**config.mk**
```make
export PLATFORM = sky130hd
export DESIGN_NAME = muldiv_unit
export DESIGN_NICKNAME = d
export VERILOG_FILES = /design/src/rtl/muldiv_unit.sv
export SDC_FILE = /design/constraint.sdc
export NUM_CORES = 1
export LEC_CHECK = 0
export BUFFER_PORTS_ARGS = -buffer_cell sky130_fd_sc_hd__buf_2
export CAP_MARGIN = 20
export CORE_AREA = 2 2 178 180
export DETAILED_ROUTE_END_ITERATION = 10
export DIE_AREA = 0 0 180 182
export HOLD_SLACK_MARGIN = 0.08
export PLACE_DENSITY = 0.8
export SLEW_MARGIN = 20
export SYNTH_ARGS = -nofsm -noshare
export SYNTH_HDL_FRONTEND = slang
export SYNTH_SLANG_ARGS = --single-unit
```
**constraint.sdc**
```tcl
create_clock -name clk -period 7.31 [get_ports clk]
set_clock_uncertainty 0.1 [all_clocks]
set_input_delay 1.462 -clock clk [delete_from_list [all_inputs] [get_ports clk]]
set_output_delay 1.462 -clock clk [all_outputs]
set_load 0.02 [all_outputs]
```
**src/rtl/muldiv_unit.sv**
```systemverilog
// Iterative RV32M multiply/divide unit: radix-2 shift-add multiply and
// restoring divide on operand magnitudes, with a one-cycle write-back strobe.
module muldiv_unit #(
    parameter int unsigned XLEN = 32
) (
    input  logic            clk,
    input  logic            reset,
    input  logic            start,
    input  logic [2:0]      funct3,
    input  logic [XLEN-1:0] op_a,
    input  logic [XLEN-1:0] op_b,
    input  logic [4:0]      rd_in,
    output logic            busy,
    output logic            done,
    output logic            wb_en,
    output logic [4:0]      wb_addr,
    output logic [XLEN-1:0] wb_data
);

    localparam int unsigned CNT_W  = $clog2(XLEN);
    localparam int unsigned PROD_W = 2 * XLEN;

    typedef enum logic [1:0] {IDLE, CALC, DONE} state_t;

    state_t              state;
    logic [CNT_W-1:0]    cnt;
    logic [2:0]          f3_q;
    logic                neg_q;
    logic                rem_neg_q;
    logic [XLEN-1:0]     opnd_q;
    logic [PROD_W-1:0]   acc;

    // Accept-side decode: signedness, magnitudes and the one-cycle special cases
    logic            is_div;
    logic            a_signed;
    logic            b_signed;
    logic            sign_a;
    logic            sign_b;
    logic [XLEN-1:0] mag_a;
    logic [XLEN-1:0] mag_b;
    logic            div_zero;
    logic            div_ovf;
    logic [XLEN-1:0] special_res;

    always_comb begin
        is_div      = funct3[2];
        a_signed    = is_div ? ~funct3[0] : (funct3[1:0] != 2'b11);
        b_signed    = is_div ? ~funct3[0] : ~funct3[1];
        sign_a      = a_signed & op_a[XLEN-1];
        sign_b      = b_signed & op_b[XLEN-1];
        mag_a       = sign_a ? (~op_a + XLEN'(1)) : op_a;
        mag_b       = sign_b ? (~op_b + XLEN'(1)) : op_b;
        div_zero    = is_div && (op_b == '0);
        div_ovf     = is_div && !funct3[0] &&
                      (op_a == {1'b1, {(XLEN-1){1'b0}}}) && (op_b == '1);
        special_res = '0;
        if (div_zero) begin
            special_res = funct3[1] ? op_a : '1;
        end else if (div_ovf) begin
            special_res = funct3[1] ? '0 : {1'b1, {(XLEN-1){1'b0}}};
        end
    end

    // One iteration of shift-add multiply or restoring divide, plus final sign fix-up
    logic [XLEN:0]     mul_sum;
    logic [PROD_W-1:0] mul_nxt;
    logic [XLEN:0]     div_shift;
    logic [XLEN:0]     div_diff;
    logic [PROD_W-1:0] div_nxt;
    logic [PROD_W-1:0] acc_nxt;
    logic [PROD_W-1:0] prod;
    logic [XLEN-1:0]   quo;
    logic [XLEN-1:0]   rem;
    logic [XLEN-1:0]   result;

    always_comb begin
        mul_sum   = {1'b0, acc[PROD_W-1:XLEN]} +
                    (acc[0] ? {1'b0, opnd_q} : {(XLEN+1){1'b0}});
        mul_nxt   = {mul_sum, acc[XLEN-1:1]};
        div_shift = {acc[PROD_W-1:XLEN], acc[XLEN-1]};
        div_diff  = div_shift - {1'b0, opnd_q};
        div_nxt   = div_diff[XLEN] ? {div_shift[XLEN-1:0], acc[XLEN-2:0], 1'b0}
                                   : {div_diff[XLEN-1:0], acc[XLEN-2:0], 1'b1};
        acc_nxt   = f3_q[2] ? div_nxt : mul_nxt;
        prod      = neg_q ? (~acc_nxt + PROD_W'(1)) : acc_nxt;
        quo       = acc_nxt[XLEN-1:0];
        rem       = acc_nxt[PROD_W-1:XLEN];
        result    = '0;
        case (f3_q)
            3'b000:                 result = prod[XLEN-1:0];
            3'b001, 3'b010, 3'b011: result = prod[PROD_W-1:XLEN];
            3'b100, 3'b101:         result = neg_q ? (~quo + XLEN'(1)) : quo;
            default:                result = rem_neg_q ? (~rem + XLEN'(1)) : rem;
        endcase
    end

    // Control FSM with registered outputs and operand/accumulator state
    always_ff @(posedge clk) begin
        if (reset) begin
            state     <= IDLE;
            cnt       <= '0;
            f3_q      <= '0;
            neg_q     <= 1'b0;
            rem_neg_q <= 1'b0;
            opnd_q    <= '0;
            acc       <= '0;
            busy      <= 1'b0;
            done      <= 1'b0;
            wb_en     <= 1'b0;
            wb_addr   <= '0;
            wb_data   <= '0;
        end else begin
            case (state)
                IDLE: begin
                    if (start) begin
                        f3_q      <= funct3;
                        neg_q     <= sign_a ^ sign_b;
                        rem_neg_q <= sign_a;
                        wb_addr   <= rd_in;
                        busy      <= 1'b1;
                        cnt       <= '0;
                        if (div_zero || div_ovf) begin
                            state   <= DONE;
                            done    <= 1'b1;
                            wb_en   <= (rd_in != 5'd0);
                            wb_data <= special_res;
                        end else begin
                            state  <= CALC;
                            opnd_q <= is_div ? mag_b : mag_a;
                            acc    <= {{XLEN{1'b0}}, (is_div ? mag_a : mag_b)};
                        end
                    end
                end
                CALC: begin
                    acc <= acc_nxt;
                    cnt <= cnt + CNT_W'(1);
                    if (cnt == CNT_W'(XLEN - 1)) begin
                        state   <= DONE;
                        done    <= 1'b1;
                        wb_en   <= (wb_addr != 5'd0);
                        wb_data <= result;
                    end
                end
                DONE: begin
                    state <= IDLE;
                    done  <= 1'b0;
                    wb_en <= 1'b0;
                    busy  <= 1'b0;
                end
                default: begin
                    state <= IDLE;
                    done  <= 1'b0;
                    wb_en <= 1'b0;
                    busy  <= 1'b0;
                end
            endcase
        end
    end

endmodule

```
==> flow_summary_export.csv <==
group,metric,value,unit
detailed_routing,drtAntennaViolNets,0,
critical_path,r2r-start,"opnd_q[7]",
critical_path,crit_top_cell,"o21ai_0",
synth,synth_edf_count,0,
critical_path,crit_buf_inv,3,
detailed_routing,wl_per_cell,25.3,um
grt,busiest_layer,"met2",
synth,ys_seq_area_share,18.1,%
die,core_area,31000,um2
power_and_ir_drop,combPwrFrac,41.3,%
synth,synth_top_area_share,18.1,%
critical_path,worst-path-max-fanout,12,
grt,met3_usage,9.95,%
finish,drive_above_1_share,10.7,%
power_and_ir_drop,totalPowerFinal,0.00317,W
sta,tns,0,ns
min_path,min_from,"busy",
sta,hold_ws,0.360,ns
detailed_routing,drt_iter0_drc,2322,
sta,tightest_slew,1.05,ns
synth,synthTopCellsByArea,"dfxtp_1 18%, a21oi_1 6.7%, nor2_1 6.3%",
sta,final_hold_viol_count,0,
clock_tree,htreeDepth,4,
synth,yosysWarnings,0,
detailed_routing,vias,19100,
place,port_buffers,114,
sta,rsz0062_at_grt,"false",
die,rows,65,
synth,synth.ff_latch_count,148,
grt,grt_pass1_vias,17400,
critical_path,critPathKind,"reg2reg",
detailed_routing,drc_errors,0,
grt,grt_pass1_wl,106,mm
power_and_ir_drop,switching_power,0.00134,W
finish,final_core_util,57.3,%
finish,final_common_cell,"nor2_1",
synth,synth_cells,2356,
place,hpwl,54.6,mm
critical_path,critPathTopFamily,"compound AO/OA/AOI/OAI gates",
die,fp.dieArea,32800,um2
run,max-cap-violations,0,
critical_path,start_kind,"flop",
status,status,"finished, final reports clean",
sta,finalCritPeriodShare,86.3,%
clock_tree,ctsLongestPathBuffers,2,
synth,async_reset_ff_share,0,%
critical_path,worst_setup_path_end_kind,"flop",
finish,nets,2515,
synth,netlist_area,16400,um2
clock_tree,postCtsSetupBuffers,0,
critical_path,crit_slowest_cell,"nor4b_2",
grt,globalRouteMet1Util,53.1,%
grt,grt_usage,41.9,%
clock_tree,cts_buffers,17,
critical_path,startpoint,"opnd_q[7]",
sta,setup_viol,0,
critical_path,critPathRequiredTime,7.53,ns
power_and_ir_drop,seqPwrFrac,28.3,%
synth,syn_avg_cell_area,6.95,um2
synth,ys_types,100,
clock_tree,clk_pin_slew,0.07,ns
power_and_ir_drop,clkPwrFrac,30.4,%
die,fp.dieH,182,um
synth,synth_top_area_cell,"dfxtp_1",
power_and_ir_drop,p_int,0.00183,W
detailed_routing,route.detailed.vias_per_inst,6.85,
min_path,hold_class,"reg2reg",
die,initial_core_util,52.8,%
finish,syn2layout_area_growth,8.36,%
place,gp_congestion,1.08,
critical_path,worstPathCellList,"inv_1, ha_1, nand2_1, o21ai_0, o2111ai_2, a21oi_2, o21a_1, buf_4, o21ai_0, a31o_2, clkinv_1, ha_1, nand2_1, o21ai_0, mux2i_1, nor4b_2, nand4_1, nor4_1, a211oi_1, nor4_1, a211oi_1",
clock_tree,cts-root-buf,"clkbuf_16",
clock_tree,cts.sink_count,148,
clock_tree,clock_latency,0.47,ns
synth,synth_flop_cell,"dfxtp_1",
sta,slew_headroom,29.7,%
synth,syn-num-nets,2504,
sta,slew_viol_final,0,
grt,gr-total-overflow,0,
power_and_ir_drop,p_leak,6.90,nW
finish,mostFrequentLayoutCells,"276 x nor2_1, 253 x nand2_1, 218 x a21oi_1",
die,io_pins,115,
power_and_ir_drop,powerDensity,179,nW/um2
grt,antenna_found_initial,6,
detailed_routing,drt-total-wl,70.4,mm
power_and_ir_drop,ir_drop,196,uV
place,placed_area,17100,um2
grt,grt_util_met2,63.8,%
clock_tree,tritoncts,"built",
power_and_ir_drop,switching_share,42.2,%
detailed_routing,first_pass_iters,6,
die,dieWidth,180,um
finish,fin_area,17700,um2
clock_tree,cts_resized,0,
sta,fmax,158,MHz
sta,period_needed,6.31,ns
grt,grt_max_degree,83,
clock_tree,holdBufCountCts,0,
critical_path,slowest_delay,0.60,ns
critical_path,crit_arrival,6.53,ns
## stage by stage
stage	instances	setup slack (ns)
floorplan	2356	2.13
global placement	2750	1.46
detailed placement	2750	1.30
CTS	2782	1.25
global route	2782	0.546
finish	2783	1.00
## synthesized netlist by cell type (20+ instances only)
library cell / n
a211oi_1: 43
a21oi_1: 218
a22oi_1: 35
a311oi_1: 20
a31oi_1: 25
and2_1: 47
clkbuf_1: 119
dfxtp_1: 148
ha_1: 71
inv_1: 72
mux2i_1: 49
nand2_1: 253
nand2b_1: 23
nand3_1: 45
nand4_1: 33
nor2_1: 276
nor3_1: 52
nor4_1: 28
o211ai_1: 42
o21ai_0: 170
o31ai_1: 26
or3_1: 29
xnor2_1: 86
xor2_1: 84
## final timing paths
| path | endpoint | slack [ns] | depth (start not counted) |
|---|---|---|---|
| worst max register to register | wb_data[30] | 1.00 | 21 |
| worst max-delay path | wb_data[30] | 1.00 | 21 |
| worst min-delay path | busy | 0.36 | 2 |
| worst min register to register | busy | 0.36 | 2 |
## registers in the layout (all words and copies together) (netlist names), 2 cells and up
signal and flops:
wb_addr 5, wb_data 32, f3_q 3, state 2
acc 64, opnd_q 32, cnt 5
## worst register-to-register path: stages (launching register included)
cell and delay [ns]:
dfxtp_1 0.37, inv_1 0.06, ha_1 0.42, nand2_1 0.08, o21ai_0 0.46, o2111ai_2 0.34
a21oi_2 0.37, o21a_1 0.44, buf_4 0.27, o21ai_0 0.11, a31o_2 0.27, clkinv_1 0.12
ha_1 0.23, nand2_1 0.08, o21ai_0 0.19, mux2i_1 0.28, nor4b_2 0.60, nand4_1 0.37
nor4_1 0.46, a211oi_1 0.15, nor4_1 0.30, a211oi_1 0.08
## cell type report
| cell class | count | area [um2] |
|---|---|---|
| Clock inverter | 10 | 145 |
| Clock buffer | 22 | 475 |
| Antenna cell | 1 | 2.50 |
| Tap cell | 402 | 503 |
| Sequential cell | 148 | 2970 |
| Multi-Input combinational cell | 1975 | 12500 |
| Timing Repair Buffer | 151 | 851 |
| Inverter | 74 | 278 |
| Fill cell | 3045 | 13200 |
## power by group through the flow
| stage | logic, W | clock network, W | registers [W] |
|---|---|---|---|
| after global placement | 0.00125 | 0 | 0.000909 |
| after detailed placement | 0.00125 | 0 | 0.000912 |
| after CTS | 0.00126 | 0.000959 | 0.000894 |
| final | 0.00131 | 0.000964 | 0.000897 |
| after global routing | 0.00139 | 0.000994 | 0.000902 |
| after floorplan | 0.000861 | 0 | 0.000891 |
## routing by layer
metal | wire length, um | part of all wire (%)
met1 | 27700 | 39
met2 | 30200 | 43
met3 | 7660 | 11
met4 | 4850 | 6.9
met5 | 62 | 0.088
## cell families (layout without fill, tap and decap cells)
kind of cell / Yosys count / in the layout / share of synthesized area [%]
adders and majority gates: 73 / 73 / 5.67
AOI/OAI and AO/OA: 784 / 784 / 31.6
xor gates and xnor gates: 170 / 170 / 9.09
other: 0 / 1 / 0
and+or+nand+nor: 881 / 881 / 25.6
muxes: 67 / 67 / 4.23
DFF: 148 / 148 / 18.1
buffers and inverters: 233 / 257 / 5.64
Power figures use the tool's default switching activity.
